**src/rtl/sorter_defs.sv**
```systemverilog
// Shared definitions for the merge sorter tree: geometry, the end-of-run sentinel,
// and the state encodings of the root output collector.
package sorter_defs;
    localparam int W          = 32;
    localparam int LEAF_WORDS = 16;
    localparam int NUM_LEAVES = 8;
    localparam int TOTAL      = LEAF_WORDS * NUM_LEAVES;
    localparam logic [W-1:0] SENTINEL = {W{1'b1}};

    typedef enum logic [1:0] {
        ST_DRAIN = 2'd0,
        ST_FLUSH = 2'd1,
        ST_WAIT  = 2'd2,
        ST_DONE  = 2'd3
    } state_t;
endpackage

```
**src/rtl/out_reg_stage.sv**
```systemverilog
// One-entry valid/ready output register: load wins over accept, so a
// same-cycle accept+load keeps valid high and replaces the data.
module out_reg_stage #(
    parameter int W = 32
) (
    input  logic         clk,
    input  logic         rst,
    input  logic         clr,
    input  logic         load,
    input  logic [W-1:0] load_data,
    input  logic         ready,
    output logic [W-1:0] data,
    output logic         valid
);

    always_ff @(posedge clk or posedge rst) begin
        if (rst) begin
            data  <= '0;
            valid <= 1'b0;
        end else if (clr) begin
            data  <= '0;
            valid <= 1'b0;
        end else if (load) begin
            data  <= load_data;
            valid <= 1'b1;
        end else if (valid && ready) begin
            valid <= 1'b0;
        end
    end

endmodule

```
**src/rtl/output_collector.sv**
```systemverilog
// Root drain stage of the merge sorter: forwards TOTAL sorted words to the sink,
// then consumes and checks the end-of-run sentinel and reports done/errors.
module output_collector
    import sorter_defs::*;
#(
    parameter int W     = sorter_defs::W,
    parameter int TOTAL = sorter_defs::TOTAL
) (
    input  logic         clk,
    input  logic         rst,
    input  logic         clr,
    input  logic [W-1:0] r_dout,
    input  logic         r_empty,
    output logic         r_deq,
    output logic [W-1:0] o_data,
    output logic         o_valid,
    input  logic         o_ready,
    output logic         done,
    output logic         sort_err,
    output logic         sent_err
);

    localparam int CW = $clog2(TOTAL + 1);
    localparam logic [CW-1:0] CNT_MAX = CW'(TOTAL);
    localparam logic [W-1:0]  SENT    = {W{1'b1}};

    state_t        state, state_nxt;
    logic [CW-1:0] cnt;
    logic [W-1:0]  last;
    logic          load;

    always_ff @(posedge clk or posedge rst) begin
        if (rst)      state <= ST_DRAIN;
        else if (clr) state <= ST_DRAIN;
        else          state <= state_nxt;
    end

    always_comb begin
        state_nxt = state;
        case (state)
            ST_DRAIN: if (cnt == CNT_MAX) state_nxt = ST_FLUSH;
            ST_FLUSH: if (!r_empty)       state_nxt = ST_WAIT;
            ST_WAIT:  if (!o_valid)       state_nxt = ST_DONE;
            default:  state_nxt = ST_DONE;
        endcase
    end

    // The sentinel pop in FLUSH does not touch the output register, so it
    // needs no sink-side gating.
    always_comb begin
        r_deq = 1'b0;
        case (state)
            ST_DRAIN: r_deq = !r_empty && (!o_valid || o_ready) && (cnt < CNT_MAX);
            ST_FLUSH: r_deq = !r_empty;
            default:  r_deq = 1'b0;
        endcase
    end

    assign load = (state == ST_DRAIN) && r_deq;

    always_ff @(posedge clk or posedge rst) begin
        if (rst) begin
            cnt      <= '0;
            last     <= '0;
            done     <= 1'b0;
            sort_err <= 1'b0;
            sent_err <= 1'b0;
        end else if (clr) begin
            cnt      <= '0;
            last     <= '0;
            done     <= 1'b0;
            sort_err <= 1'b0;
            sent_err <= 1'b0;
        end else begin
            if (load) begin
                cnt  <= cnt + CW'(1);
                last <= r_dout;
                if (cnt != '0 && r_dout < last) sort_err <= 1'b1;
            end
            if (state == ST_FLUSH && r_deq && r_dout != SENT) sent_err <= 1'b1;
            if (state == ST_WAIT && !o_valid) done <= 1'b1;
        end
    end

    out_reg_stage #(.W(W)) u_out_reg (
        .clk       (clk),
        .rst       (rst),
        .clr       (clr),
        .load      (load),
        .load_data (r_dout),
        .ready     (o_ready),
        .data      (o_data),
        .valid     (o_valid)
    );

endmodule

```
**config.mk**
```make
export PLATFORM = sky130hd
export DESIGN_NAME = output_collector
export DESIGN_NICKNAME = d
export VERILOG_FILES = /design/src/rtl/sorter_defs.sv /design/src/rtl/out_reg_stage.sv /design/src/rtl/output_collector.sv
export SDC_FILE = /design/constraint.sdc
export NUM_CORES = 1
export LEC_CHECK = 0
export CORE_UTILIZATION = 30
export CTS_CLUSTER_DIAMETER = 150
export CTS_CLUSTER_SIZE = 8
export DETAILED_ROUTE_END_ITERATION = 12
export PLACE_DENSITY_LB_ADDON = 0.05
export SETUP_SLACK_MARGIN = 0.02
export SYNTH_ARGS = -nofsm -noshare
export SYNTH_HDL_FRONTEND = slang
export SYNTH_SLANG_ARGS = --single-unit
```
**constraint.sdc**
```tcl
create_clock -name clk -period 1.84 [get_ports clk]
set_input_delay 0.184 -clock clk [delete_from_list [all_inputs] [get_ports clk]]
set_output_delay 0.184 -clock clk [all_outputs]
set_load 0.01 [all_outputs]
```
After elaboration in Yosys (flattened, before gate mapping) --
Index checks and enable logic that the tools add are counted.
Word-level totals: bits in registers 46, input port bits 37, output and inout port bits 37, logic and storage cells 57
Cells by class: $add $sub $neg 1, order comparisons 2, equal/unequal tests 7, mux-type cells 20, reduce and logical (&&, ||, !) cells 20
Operators with widths (number):
- 2-to-1 mux 32 bit | 2
- less-than comparator 32 bit | 1
- inequality test 32 bit, second input constant | 1
- 2-to-1 mux 8 bit | 2
- 2-to-1 mux 1 bit | 10
- inequality test 3 bit, second input constant | 3
- adder 8 x 1 -> 8 bit, second input constant | 1
- == test 8 bit, second input constant | 1
- logical AND 1 bit | 8
- less-than comparator 8 bit, second input constant | 1
- 2-to-1 mux 2 bit | 4
- nonzero test 2 bit | 4
- nonzero test 8 bit | 1
- one-hot mux 2 bit (3 select lines) | 1
- AND reduction 3 bit | 1
- nonzero test 3 bit | 1
- == test 2 x 1 -> 1 bit, second input constant | 1
- == test 2 bit, second input constant | 1
- logical NOT 1 bit | 2
- logical NOT 2 bit | 1
- one-hot mux 1 bit (2 select lines) | 1
- AND reduction 2 bit | 1
- logical OR 1 bit | 1

Depth between registers and ports, before layout --
Gate-level depths: netlist of run 1.
depth in word-level cells 9, depth in mapped cells 7, gate-level depth less buffers 7

Hierarchy --
A second synthesis of run 1 with hierarchy kept.
Second synthesis, totals: cells, all modules 435, area total of the unflattened synthesis 4129.0 µm²
By module, submodules not included:
- output_collector | instances 1, cells each 326, area an instance 2755.1 µm², sequential area each 1126.1 µm²
- out_reg_stage | instances 1, cells each 109, area an instance 1373.8 µm², sequential area each 825.8 µm²

Least setup slack after synthesis of run 1 --
OpenSTA, ideal clock, no wires.
path type reg-to-reg, from register, netlist name u_out_reg.data[31], to register sort_err, setup time 0.123 ns, arrival time 1.566 ns, data required time 1.717 ns, slack 0.151 ns, cell stages (with the launch flop) 7, path buffers 0, period minus slack after synthesis 1.689 ns, path through dfrtp_1 > inv_1 > ha_1 > nand4_1 > or4_1 > a211oi_1 > nor2_1
RTL lines:
- end signal: assignment | RTL line output_collector.sv:66 | sort_err <= 1'b0;
- end signal: assignment | RTL line output_collector.sv:72 | sort_err <= 1'b0;
- end signal: assignment | RTL line output_collector.sv:78 | if (cnt != '0 && r_dout < last) sort_err <= 1'b1;
- end: declaration | RTL line output_collector.sv:19 | output logic sort_err,

==> results of run 1 <==
## registers in the layout (all words and copies together) (netlist names)
register	flops
state	2
sort_err	1
sent_err	1
u_out_reg.data	32
done	1
cnt	8
u_out_reg.valid	1
## synthesized netlist by cell type
master	number	share of area (%)
buf_4	4	1.1
a21oi_1	47	8.5
nor3_1	3	0.54
a211oi_1	2	0.54
or4_1	1	0.27
nand4_1	13	2.9
nand2_2	1	0.23
a311oi_1	1	0.32
and2_1	1	0.23
clkbuf_1	7	0.95
inv_1	39	5.3
nand2b_1	4	0.90
nor2b_1	1	0.23
o22ai_1	1	0.23
nand2_1	78	11
ha_1	33	15
a221oi_1	2	0.63
a32oi_1	1	0.32
nor4_4	1	0.77
o21ai_0	8	1.4
a31oi_1	1	0.23
nor4_1	3	0.68
and4_1	2	0.63
xor2_1	3	0.95
buf_1	1	0.14
nand3_1	3	0.54
nor2_1	15	2.0
a2111oi_1	1	0.36
or4b_1	1	0.36
and3_1	1	0.23
xnor2_1	3	0.95
dfrtp_1	46	42
a2111o_1	1	0.41
## metal layers
| layer | track usage, % | vias up |
|---|---|---|
| met5 | 0 | - |
| met2 | 27.25 | 54 |
| met3 | 3.794 | 8 |
| met4 | 3.963 | 0 |
| met1 | 23.00 | 1224 |
| li1 | - | 1333 |
## stage by stage
stage / worst slack (ns) / hold slack (ns)
floorplan: 0.1509 / 0.3147
global placement: -0.1953 / 0.4856
detailed placement: -0.2084 / 0.4876
CTS: 0.02809 / 0.1944
global route: -0.09227 / 0.1968
finish: 0.04990 / 0.1775
## power breakdown
group | total [mW] | internal [mW] | switching [mW]
clock network | 0.797 | 0.435 | 0.362
logic | 0.675 | 0.355 | 0.320
registers | 1.10 | 1.06 | 0.0384
## worst max path at each step
stage / endpoint / slack [ns]
finish: sort_err$_DFFE_PP0P_ / 0.05
global route: sort_err$_DFFE_PP0P_ / -0.09
CTS: sort_err$_DFFE_PP0P_ / 0.03
detailed placement: sort_err$_DFFE_PP0P_ / -0.21
global placement: sort_err$_DFFE_PP0P_ / -0.20
floorplan: sort_err$_DFFE_PP0P_ / 0.15
## repair_timing
item                       in CTS  in global routing
hold buffers                    0                  0
pin swaps                       3                  8
setup buffers                   0                  2
resized for setup               1                  8
setup endpoints to repair       2                  9
## area by class of cell
cell class                 instances  area [µm²]
fill                             894        4687
multi-input combinational        232        1459
sequential                        46        1151
timing repair buffer             121        1115
inverter                          39       146.4
tap                              108       135.1
clock buffer                       6       82.58
clock inverter                     1       30.03
## logic make-up (layout without fill, tap and decap cells)
family	after synthesis	in the layout	synth area share, %
xor+xnor	6	6	1.899
simple gates	128	128	21.16
flops	46	46	41.59
compound gates	65	65	12.98
fa+ha+maj	33	33	14.92
buf+inv	51	167	7.459
==> results.cfg, run 1 <==
[power]
ir_drop_mv = 0.2876
power_mw = 2.571
powerDensity_nw_per_um2 = 624.1
leakage_nw = 1.811

[detailed_routing]
wl_met2_um = 3596
wl_met1_um = 3766
met3_length_um = 305
via_count = 2619
wl_per_cell_um = 14.02
drt_iter0_drc = 113
viasPerCell = 4.736
top_layer = met4
postRouteAntennaNets = 0
drt-total-wl_um = 7754
drt_drc_violations_left = 7
drt_pass1_iterations = 9

[yosys]
synthCells = 329
synth_nets = 399
ys_seq_area_share_pct = 41.59
ys_seq_elements = 46
yosys_warnings = 0
syn_area_per_cell_um2 = 8.412
post_synth_num_cell_types = 33
syn_area_um2 = 2768

[worst_setup_path]
rr_worst_depth = 7
critPathLaunchType = register
critical_path_class = register to register
crit_path_start = u_out_reg.data[9]$_DFFE_PP0P_
cp_slowest_cell = dfrtp_1
critPathMaxFanout = 3
path_delay_family = simple AND/OR/NAND/NOR gates
r2r-end = sort_err$_DFFE_PP0P_
reg2reg_from = u_out_reg.data[9]$_DFFE_PP0P_
ff2ff_setup_slack_ns = 0.05
cp.buffers_inverters = 1
worstPathCellList = inv_1, ha_4, nand4_1, nor4_2, a32oi_2, a211oi_2, nor2_1
max_stage_delay_ns = 0.39
cp.required_ns = 2.04
worst-path-stages = 7
worst_ep_arrival_time_ns = 1.99
worst_setup_path_end_kind = register

[run_status]
status = complete, but fails checks
violations = design-rule violations

[timing]
finalCritPeriodShare_pct = 97.29
fin_tns_setup_ns = 0
rsz0062_at_grt = true
setup_violations = 0
tightest_slew_ns = 0.4685
clock_skew_ns = 0.005638
fmax_mhz = 558.6
fin_crit_ns = 1.790
slew_viol_final = 0
relSlewSlack_pct = 68.48
hold_viol_final = 0

[placement]
dp.cells = 544
portBuffers = 73
place_hpwl_um = 5854
placedInstanceArea_um2 = 3944
place.gp.congestion = 0.8050

[floorplanning]
io_pins = 74
initial_utilization_pct = 31.43
core-area_um2 = 8806
num_rows = 34
die-height_um = 98.05
die_area_um2 = 9614
die_w_um = 98.05

[finish]
area_growth_pct = 48.82
diodes = 0
layout_common_cells = nand2_1 (78), clkdlybuf4s50_1 (72), a21oi_1 (47)
fin_util_pct = 46.77
final_common_cell = nand2_1
instances_no_fill = 553
drive_gt1_share_pct = 14.83
nNetsFinal = 515
fin_area_um2 = 4119

[clocking]
cts-root-buf = clkbuf_8
clk_latency_ns = 0.31
cts_buffer_depth = 2
cts_tree = done
clkSlewWorstSetupHoldPaths_ns = 0.09
h-tree-depth = 2
cts_made_buffers = 5
cts_sinks = 46

[global_route]
grt_max_degree = 27
antenna_found_initial = 0
grtUsageTotal_pct = 16.90
grt_overflow = 0
grt_pass1_vias = 2574
grt_pass1_wl_um = 12740

[job]
drv_cap = 0

[min_path]
hold_class = input port to asynchronous set/reset pin
Power figures use the tool's default switching activity.
==> run 2: changes to the inputs <==
--- a/config.mk
+++ b/config.mk
@@ -5,7 +5,7 @@
 export SDC_FILE = /design/constraint.sdc
 export NUM_CORES = 1
 export LEC_CHECK = 0
-export CORE_UTILIZATION = 30
+export CORE_UTILIZATION = 49
 export CTS_CLUSTER_DIAMETER = 150
 export CTS_CLUSTER_SIZE = 8
 export DETAILED_ROUTE_END_ITERATION = 12
==> results.cfg, run 2 (same netlist as run 1, synthesis figures left out) <==
[power]
p_comb_share_pct = 27.5
p_switching_mw = 0.7364
p_seq_share_pct = 45.6
internal_power_mw = 1.677
powerDensity_nw_per_um2 = 602.2
p_clk_share_pct = 26.9
ir_drop_mv = 0.5227
p_sw_share_pct = 30.51
leakage_nw = 1.762
power_mw = 2.413

[floorplanning]
die_area_um2 = 5953
num_rows = 26
die-height_um = 77.16
io_pins = 74
core-area_um2 = 5270
initial_utilization_pct = 52.52
die_w_um = 77.16

[finish]
drive_gt1_share_pct = 13.86
final_common_cell = nand2_1
largest_registers = u_out_reg.data: 32 flops, cnt: 8 flops, state: 2 flops
fin_util_pct = 76.04
instances_no_fill = 510
largest_register_ffs = 32
diodes = 0
top_register = u_out_reg.data
layout_common_cells = nand2_1 (78), clkdlybuf4s50_1 (72), a21oi_1 (47)
area_growth_pct = 44.80
nFillCells = 390
nNetsFinal = 509
fin_area_um2 = 4008

[worst_setup_path]
path_delay_family = simple AND/OR/NAND/NOR gates
worst_ep_arrival_time_ns = 1.94
critPathLaunchType = register
cp.required_ns = 2.03
cp_slowest_cell = dfrtp_1
max_stage_delay_ns = 0.40
worstPathCellList = inv_1, ha_4, nand4_1, nor4_2, a32oi_1, a211oi_2, nor2_1
critPathMaxFanout = 3
worst_setup_path_end_kind = register
critical_path_class = register to register
cp.buffers_inverters = 1

[timing]
fin_crit_ns = 1.753
relSlewSlack_pct = 72.52
clock_skew_ns = 0.007639
setup_slack_ns = 0.08716
slew_viol_final = 0
fin_tns_setup_ns = 0
fmax_mhz = 570.5
finalCritPeriodShare_pct = 95.26
whs_ns = 0.2316
hold_viol_final = 0
setup_violations = 0
tightest_slew_ns = 0.4122
rsz0062_at_grt = true

[clocking]
clk_latency_ns = 0.30
cts_buffer_depth = 2
cts-root-buf = clkbuf_8
cts_tree = done
cts_sinks = 46
cts_hold_buffers = 0
clkSlewWorstSetupHoldPaths_ns = 0.10
h-tree-depth = 2
cts_made_buffers = 5

[detailed_routing]
via_count = 2668
wl_per_cell_um = 14.15
drt_drc_violations_left = 0
postRouteAntennaNets = 0
drt_pass1_iterations = 5
drt_iter0_drc = 184
viasPerCell = 5.231
drt-total-wl_um = 7217

[global_route]
grtUsageTotal_pct = 25.05
grt_pass1_wl_um = 11820
grt_overflow = 0
antenna_found_initial = 0
grt_max_degree = 47
grt_pass1_vias = 2537

[placement]
portBuffers = 73
place_hpwl_um = 5334
placedInstanceArea_um2 = 3836
place_ws_ns = -0.1719
dp.cells = 498
place.gp.congestion = 0.8066

[run_status]
status = finished, final reports clean

[min_path]
hold_class = input port to asynchronous set/reset pin

[job]
drv_cap = 0
-- run 2: layout make-up --
class / instances / area, µm² / share of cell area (%)
multi-input combinational: 232 / 1460 / 36.43
inverter: 39 / 146.4 / 3.653
tap: 70 / 87.58 / 2.185
sequential: 46 / 1151 / 28.72
timing repair buffer: 115 / 1070 / 26.69
clock buffer: 5 / 68.82 / 1.717
clock inverter: 3 / 23.77 / 0.5932
-- run 2: power groups by stage --
stage                     Sequential (mW)  Combinational [mW]  Clock (mW)
after floorplan                      1.14               0.268           0
after global placement               1.12               0.623           0
after detailed placement             1.12               0.641           0
after CTS                            1.10               0.644       0.660
after global routing                 1.11               0.743       0.702
final                                1.10               0.663       0.650
-- run 2: repair_timing --
item	in CTS	in global routing
gates resized for setup	1	8
setup endpoints to repair	1	2
gates cloned	0	0
pin swaps	0	7
buffers inserted	1	3
-- run 2: tightest hold or removal path: cells and delay by family --
family | cells | cell delay [ns]
buffers and inverters | 3 | 0.72
-- run 2: metal layers --
| layer | global-route usage [%] | vias up | wire length (µm) |
|---|---|---|---|
| met2 | 43.10 | 71 | 3531 |
| li1 | - | 1327 | - |
| met4 | 4.717 | 0 | 62 |
| met3 | 3.810 | 8 | 407 |
| met5 | 0 | - | 0 |
| met1 | 33.41 | 1262 | 3216 |
-- run 2: path summary, 6_finish.rpt --
path / start / end / slack [ns] / depth (start not counted)
max: u_out_reg.data[13]$_DFFE_PP0P_ / sort_err$_DFFE_PP0P_ / 0.09 / 7
min: rst / u_out_reg.data[4]$_DFFE_PP0P_ / 0.23 / 3
max reg2reg: u_out_reg.data[13]$_DFFE_PP0P_ / sort_err$_DFFE_PP0P_ / 0.09 / 7
min reg2reg: sent_err$_DFFE_PP0P_ / sent_err$_DFFE_PP0P_ / 0.54 / 2
max in group asynchronous: rst / u_out_reg.data[28]$_DFFE_PP0P_ / 1.38 / 3
min in group clk: r_dout[4] / u_out_reg.data[4]$_DFFE_PP0P_ / 0.49 / 3
==> run 3: changes to the inputs <==
--- a/config.mk
+++ b/config.mk
@@ -5,7 +5,7 @@
 export SDC_FILE = /design/constraint.sdc
 export NUM_CORES = 1
 export LEC_CHECK = 0
-export CORE_UTILIZATION = 49
+export CORE_UTILIZATION = 54
 export CTS_CLUSTER_DIAMETER = 150
 export CTS_CLUSTER_SIZE = 8
 export DETAILED_ROUTE_END_ITERATION = 12
@@ -13,4 +13,5 @@
 export SETUP_SLACK_MARGIN = 0.02
 export SYNTH_ARGS = -nofsm -noshare
 export SYNTH_HDL_FRONTEND = slang
+export SYNTH_HIERARCHICAL = 1
 export SYNTH_SLANG_ARGS = --single-unit
==> results.cfg, run 3 <==
[run_status]
status = finished, final reports clean

[yosys]
yosys-top-cells-area = dfrtp_1 (47%), ha_1 (10%), mux2i_1 (7.8%)
synthAdderAreaFrac_pct = 10.00
synthCells = 435
synth_edf_count = 0
yosys_warnings = 6
synth-xor-area-share_pct = 1.273
synth.top_cell.area_share_pct = 47.27
ys_seq_area_share_pct = 47.27
syn_area_per_cell_um2 = 9.492
synthSimpleGateAreaFrac_pct = 16.27
synth_most_common_cell = nand2_1
yosysTopAreaCell = dfrtp_1
synth_top_family_by_area = simple AND/OR/NAND/NOR gates
synth_commonest_cells = nand2_1 (79), dfrtp_1 (78), a21oi_1 (46)
async_flop_share_pct = 100.0
post_synth_num_cell_types = 40
ys_seq_elements = 78
synth_mux_area_share_pct = 7.758
syn_area_um2 = 4129
synth_nets = 505
synth_compound_area_share_pct = 9.697
synth_ff_type = dfrtp_1

[finish]
drive_gt1_share_pct = 14.75
nNetsFinal = 621
instances_no_fill = 656
area_growth_pct = 34.42
largest_registers = last: 32 flops, u_out_reg/data: 32 flops, cnt: 8 flops
layout_common_cells = nand2_1 (79), dfrtp_1 (77), clkdlybuf4s50_1 (71)
final_common_cell = nand2_1

[detailed_routing]
via_count = 3514
drt_pass1_iterations = 4
wl_per_cell_um = 14.76
drt-total-wl_um = 9685
postRouteAntennaNets = 0
viasPerCell = 5.357
drt_drc_violations_left = 0
drt_iter0_drc = 143

[clocking]
cts_sinks = 78
cts_buffer_depth = 2
clk_latency_ns = 0.35
h-tree-depth = 3
cts_hold_buffers = 0
clkSlewWorstSetupHoldPaths_ns = 0.08
cts-root-buf = clkbuf_8
cts_tree = done
cts_made_buffers = 9

[power]
powerDensity_nw_per_um2 = 743.2
p_seq_share_pct = 45.4
leakage_nw = 2.581
p_clk_share_pct = 33.4
internal_power_mw = 3.023
p_comb_share_pct = 21.3
p_switching_mw = 1.101
power_mw = 4.125
p_sw_share_pct = 26.70
ir_drop_mv = 0.4502

[worst_setup_path]
cp.required_ns = 2.11
critPathLaunchType = register
critPathMaxFanout = 2
reg2reg_from = last[17]$_DFFE_PP0P_
crit_path_start = last[17]$_DFFE_PP0P_
worst_setup_path_end_kind = register
worst_ep_arrival_time_ns = 1.97
critical_path_class = register to register

[floorplanning]
die-height_um = 89.44
core-area_um2 = 7331
io_pins = 74
initial_utilization_pct = 56.32
num_rows = 31
die_w_um = 89.44
die_area_um2 = 8000

[placement]
place_ws_ns = -0.2180
dp.cells = 634
portBuffers = 73
place.gp.congestion = 0.8393
place_hpwl_um = 6682

[global_route]
antenna_found_initial = 1
grtUsageTotal_pct = 25.64
grt_pass1_vias = 3286
grt_overflow = 0
grt_pass1_wl_um = 15300
grt_max_degree = 79

[job]
drv_cap = 0

[timing]
finalCritPeriodShare_pct = 92.44
slew_viol_final = 0
hold_viol_final = 0
clock_skew_ns = 0.007623
tightest_slew_ns = 0.4707
rsz0062_at_grt = false
setup_slack_ns = 0.1391
setup_violations = 0
relSlewSlack_pct = 68.62
fin_crit_ns = 1.701
fmax_mhz = 587.9

[min_path]
hold_class = input port to asynchronous set/reset pin
==> run 3: through the flow <==
| stage | util, % | setup TNS, ns | hold slack (ns) | instance area [µm²] |
|---|---|---|---|---|
| after floorplan | - | 0 | 0.3129 | 4129 |
| after global placement | 71.43 | -0.3541 | 0.4740 | 5236 |
| after detailed placement | 71.43 | -0.3674 | 0.4933 | 5236 |
| after CTS | 74.94 | 0 | 0.2101 | 5494 |
| after global routing | 75.71 | 0 | 0.2529 | 5550 |
| final | 75.71 | 0 | 0.1988 | 5550 |
==> run 3: power by group through the flow <==
stage / sequential (mW) / combinational [mW] / clock, mW
global placement: 1.90 / 0.823 / 0
detailed placement: 1.91 / 0.846 / 0
finish: 1.87 / 0.878 / 1.38
CTS: 1.87 / 0.859 / 1.41
global route: 1.88 / 0.968 / 1.49
floorplan: 1.92 / 0.427 / 0
==> run 3: kinds of logic after synthesis <==
| kind of cell | after synthesis |
|---|---|
| AOI/OAI and AO/OA | 68 |
| xor gates and xnor gates | 6 |
| adders and majority gates | 33 |
| buffers and inverters | 63 |
| DFF | 78 |
| muxes | 32 |
| and+or+nand+nor | 155 |
==> run 3: path summary, 6_finish.rpt <==
kind	end	slack, ns	cells past startpoint
max in group asynchronous	u_out_reg/data[29]$_DFFE_PP0P_	1.23	3
min reg2reg	sent_err$_DFFE_PP0P_	0.50	2
max reg2reg	sort_err$_DFFE_PP0P_	0.14	8
max	sort_err$_DFFE_PP0P_	0.14	8
min in group clk	sort_err$_DFFE_PP0P_	0.35	5
min	last[16]$_DFFE_PP0P_	0.20	3
==> run 3: area by class of cell <==
| class | instances | area (µm²) |
|---|---|---|
| diodes | 1 | 2.502 |
| clock inverters | 3 | 40.04 |
| clock buffers | 13 | 178.9 |
| fillers | 541 | 1780 |
| repair buffers | 125 | 1174 |
| well taps | 99 | 123.9 |
| flip-flops and latches | 78 | 1953 |
| multi-input cells | 294 | 1917 |
| inverters | 43 | 161.4 |
==> run 3: timing repair <==
action | 4_1_cts | 5_1_grt
pin swaps | 1 | 6
gates cloned | 0 | 0
endpoints found under the setup margin | 1 | 4
resized for setup | 3 | 12
setup buffers | 4 | 2
==> run 3: per-layer routing <==
| layer | up-vias | share of wire [%] | track usage (%) |
|---|---|---|---|
| met1 | 1715 | 45 | 34.19 |
| met4 | 0 | 2.2 | 13.13 |
| met5 | - | 0 | 0 |
| met2 | 89 | 49 | 41.29 |
| li1 | 1694 | - | - |
| met3 | 16 | 3.3 | 3.232 |
==> run 3: critical path, cell delays in order (launching register included) <==
cell      delay [ns]
dfrtp_1         0.35
inv_1           0.05
ha_1            0.31
a21oi_2         0.16
o21ai_1         0.11
a221oi_2        0.25
buf_4           0.15
o311ai_1        0.09
a22oi_1         0.16
==> RTL change 1 (config.mk and constraints of run 2) <==
Re-encode `state_t` (4 states) as Gray code, 2 bits wide.
--- a/src/rtl/sorter_defs.sv
+++ b/src/rtl/sorter_defs.sv
@@ -10,6 +10,6 @@
     typedef enum logic [1:0] {
-        ST_DRAIN = 2'd0,
-        ST_FLUSH = 2'd1,
-        ST_WAIT  = 2'd2,
-        ST_DONE  = 2'd3
+        ST_DRAIN = 2'b00,
+        ST_FLUSH = 2'b01,
+        ST_WAIT  = 2'b11,
+        ST_DONE  = 2'b10
     } state_t;
Behaviour: no difference found for any inputs over 10 cycles, from zero or initial values and one cycle with rst high; not proved beyond that.
==> RTL change 1 against run 2 <==
- utilization shrank 3.8 points
- synthesized cell count is 0.91% higher
- total power up 3.6%
- routed wire length fell by 4.1%
- cell area down 0.72%
- area after synthesis increased by 1.3%
- first-iteration DRC count fell by 17%
- sequential cell count unchanged
- setup slack improved by 4.8 ps
- worst hold slack worse by 61 ps
- maximum frequency is 0.28% higher
- critical path depth down 3
- critical endpoint is now r_deq
==> RTL change 1: results (changes against run 2) <==
Global routing
The global-route met1 utilization came to 31.0% (-2.4 points). The global-route usage over all layers was 24.4% (-0.65 points). The pin count of the biggest net entering global routing was 35 (-26%). The first-pass GRT wire length is 11.7 mm (-1.2%). The via count of the first global-routing pass is 2608 (+2.8%).

The global-route track usage on met2 is 42.7% (-0.44 points). The met3 track demand over resource in global routing is 3.76% (-0.045 points).

Route
The detailed-route wire length per cell is 13.7 µm (-3.4%). The average vias per placed instance is 5.25 (+0.26%). The number of iterations in the first detailed-routing pass is 4 (-1). The DRC violation total after the first TritonRoute iteration is 152 (-17%).

Yosys
The distinct cell type count of the synthesized netlist is 40 (+21%). The fraction of the yosys area taken by sequential cells is 41.1% (-0.52 points).

Power
The worst vdd rail ir drop is 342 µV (-35%). The switching part of the total is 28.4% (-2.1 points). The static power due to leakage came to 0.00174 µW (-1.5%).

Finish
The fraction of final layout cells with drive strength greater than 1 is 12.2% (-1.7 points). The count of filler cells inserted in the layout is 434 (+11%). The post-layout net count is 503 (-1.2%).

STA
The minimum setup slack in the final design came to 92.0 ps (+4.81 ps).

Place
The routability congestion estimate is 0.855 (+6.0%). The detailed placer's ending HPWL is 5.13 mm (-3.8%). The instance count after placement with tap cells included was 497 (-0.20%). The worst setup timing slack at the placement stage is -178 ps (-6.31 ps).

Status
The run finished with clean final reports.

Setup path
The startpoint identified for the worst register-to-register timing path is u_out_reg.data[21]$_DFFE_PP0P_. In this run the worst setup path begins at state[0]$_DFFE_PP0P_. The data arrival time at the worst-slack endpoint was 1560 ps (-380 ps). The maximum fanout along the worst path is 4 (+1).
RTL change 1: cell families (layout without fill, tap and decap cells):
kind of cell,count (synthesis),count (layout),synth area share (%)
flip-flops,46,46,41.1
AND/OR/NAND/NOR,134,134,22.2
AO/OA/AOI/OAI,65,65,13.4
buffers and inverters,48,150,6.70
adder cells (fa/ha/maj),33,33,14.7
XOR/XNOR,6,6,1.88
RTL change 1: power groups by stage:
stage | logic [µW] | registers, µW | clock network, µW
global placement | 611 | 1120 | 0
CTS | 624 | 1100 | 786
finish | 638 | 1100 | 761
detailed placement | 621 | 1120 | 0
floorplan | 278 | 1140 | 0
global route | 710 | 1110 | 824
RTL change 1: area by class of cell:
cell class,count,share of cell area (%)
clock buffer,6,1.82
timing repair buffer,106,25.0
multi-input combinational,238,37.7
inverter,36,3.40
sequential,46,28.9
clock inverter,2,0.943
tap,72,2.26
RTL change 1: routing by layer:
metal,part of all wire [%],up-vias
met5,0,-
met4,1.4,0
met3,3.7,7
met2,48,61
met1,47,1268
li1,-,1318
RTL change 1: repair_timing:
item | in CTS | in global routing
hold buffers | 0 | 0
resized for setup | 1 | 9
setup endpoints to repair | 1 | 4
setup buffers | 1 | 0
RTL change 1: worst register-to-register path, stage by stage (launching register included):
cell	delay [ps]
sky130_fd_sc_hd__dfrtp_1	390
sky130_fd_sc_hd__inv_1	60
sky130_fd_sc_hd__ha_1	290
sky130_fd_sc_hd__nand4_1	130
sky130_fd_sc_hd__or2_2	340
sky130_fd_sc_hd__nand3b_1	170
sky130_fd_sc_hd__o22ai_2	120
sky130_fd_sc_hd__o211ai_2	110
RTL change 1: metrics by stage:
step                      hold WS [ps]  cell area (µm²)
after global placement             485             3820
after detailed placement           495             3820
after CTS                          180             3940
after floorplan                    315             2800
final                              171             3980
after global routing               202             3980
==> RTL change 2 (settings of run 2) <==
Made on the original files. Change the package constant `NUM_LEAVES` from 8 to 16.
--- a/src/rtl/sorter_defs.sv
+++ b/src/rtl/sorter_defs.sv
@@ -5,3 +5,3 @@
     localparam int LEAF_WORDS = 16;
-    localparam int NUM_LEAVES = 8;
+    localparam int NUM_LEAVES = 16;
     localparam int TOTAL      = LEAF_WORDS * NUM_LEAVES;
Check against the original RTL: no difference found for any inputs over 10 cycles, from zero or initial values and one cycle with rst high; that may be too few to reach the edited logic, so the function may still have changed.
==> RTL change 2 against run 2 <==
- area after synthesis grew 3.9%
- cell area shrank 0.22%
- total power shrank 0.93%
- routed wire length shrank 1.2%
- setup slack gained 5.1 ps
- count of clock-buffer cells in the layout grew 1
- sequential cell count grew 1
- largest cell class unchanged
==> RTL change 2: results (changes against run 2) <==
Status
The flow ran to the end, and the final reports show no timing, DRC or antenna violations.

Route
The number of iterations in the first detailed-routing pass came to 4 (-1). The overall via count from detail_route is 2721 (+2.0%). The wire length on met2 is 3.56 mm (+0.82%). The wire length on met1 was 3.10 mm (-3.6%).

The total wire length after detailed routing was 7.13 mm (-1.2%). The length of routed met3 wiring is 348 µm (-14%).

Power
The static power due to leakage was 0.00180 µW (+2.4%). The worst vdd rail ir drop is 352 µV (-33%).

Yosys
The count of mapped cells out of synthesis is 337 (+2.4%). The synthesized net count is 407 (+2.0%). The distinct cell type count of the synthesized netlist is 40 (+21%). The top-area cell type share of the netlist area came to 40.9% (-0.69 points).

The share of the synthesized area in compound gates (AO/OA/AOI/OAI) came to 13.3% (+0.34 points). The post-synthesis share of cell area spent on full adders, half adders and majority gates came to 14.4% (-0.56 points). The fraction of the yosys area taken by sequential cells came to 40.9% (-0.69 points).

Place
The instance area after placement is 0.00387 mm² (+0.82%). The detailed placer's ending HPWL is 5.34 mm (about the same). The routability congestion estimate is 0.826 (+2.5%). The worst setup timing slack at the placement stage is -164 ps (+8.31 ps).

Finish
The non-filler instance count after layout is 511 (+0.20%). The largest registers in the layout are u_out_reg.data (32), cnt (9), state (2). The post-layout net count is 508 (-0.20%).

Global routing
The pin count of the biggest net entering global routing is 34 (-28%). The first-pass GRT wire length was 12.0 mm (+1.6%). The global-route track usage on met2 is 41.7% (-1.4 points).

STA
The final clock skew is 6.70 ps (-0.942 ps). The slew of the pin with the lowest slew margin is 396 ps (-15.8 ps).

Setup path
The worst register-to-register path begins at u_out_reg.data[23]$_DFFE_PP0P_.
==> RTL change 2: metrics by stage <==
stage / hold slack, ps / TNS [ps]
6_report: 177 / 0
5_1_grt: 222 / 0
2_1_floorplan: 315 / 0
3_5_place_dp: 491 / -199
3_3_place_gp: 491 / -144
4_1_cts: 189 / 0
==> RTL change 2: cell type report <==
class,instances,area (µm²)
clock buffer,6,72.6
clock inverter,2,12.5
fill,478,1580
inverter,38,143
multi-input combinational,240,1500
sequential,47,1180
tap,72,90.1
timing repair buffer,106,1010
==> RTL change 2: how the worst min path moves through the flow <==
stage	endpoint	slack [ps]	depth (start not counted)
6_report	u_out_reg.data[2]$_DFFE_PP0P_	180	2
5_1_grt	u_out_reg.data[5]$_DFFE_PP0P_	220	2
4_1_cts	u_out_reg.data[2]$_DFFE_PP0P_	190	2
3_5_place_dp	sent_err$_DFFE_PP0P_	490	2
3_3_place_gp	sent_err$_DFFE_PP0P_	490	2
2_1_floorplan	u_out_reg.data[0]$_DFFE_PP0P_	310	2
==> RTL change 2: what timing repair did <==
| action | in CTS | in global routing |
|---|---|---|
| cloned | 0 | 0 |
| hold endpoints to repair | 0 | 0 |
| gates resized for setup | 1 | 5 |
| setup endpoints to repair | 1 | 3 |
| buffers inserted | 2 | 2 |
| pin swaps | 1 | 0 |
==> RTL change 2: power breakdown <==
part / internal [µW] / total, µW / switching [µW]
sequential: 1080 / 1130 / 45.2
combinational: 332 / 643 / 311
clock: 266 / 618 / 352
total: 1680 / 2390 / 708
==> RTL change 2: logic make-up (layout without fill, tap and decap cells) <==
group | after synthesis | count (layout)
AOI/OAI and AO/OA | 68 | 68
xor gates and xnor gates | 7 | 7
adders and majority gates | 33 | 33
buffers and inverters | 50 | 152
DFF | 47 | 47
and+or+nand+nor | 132 | 132
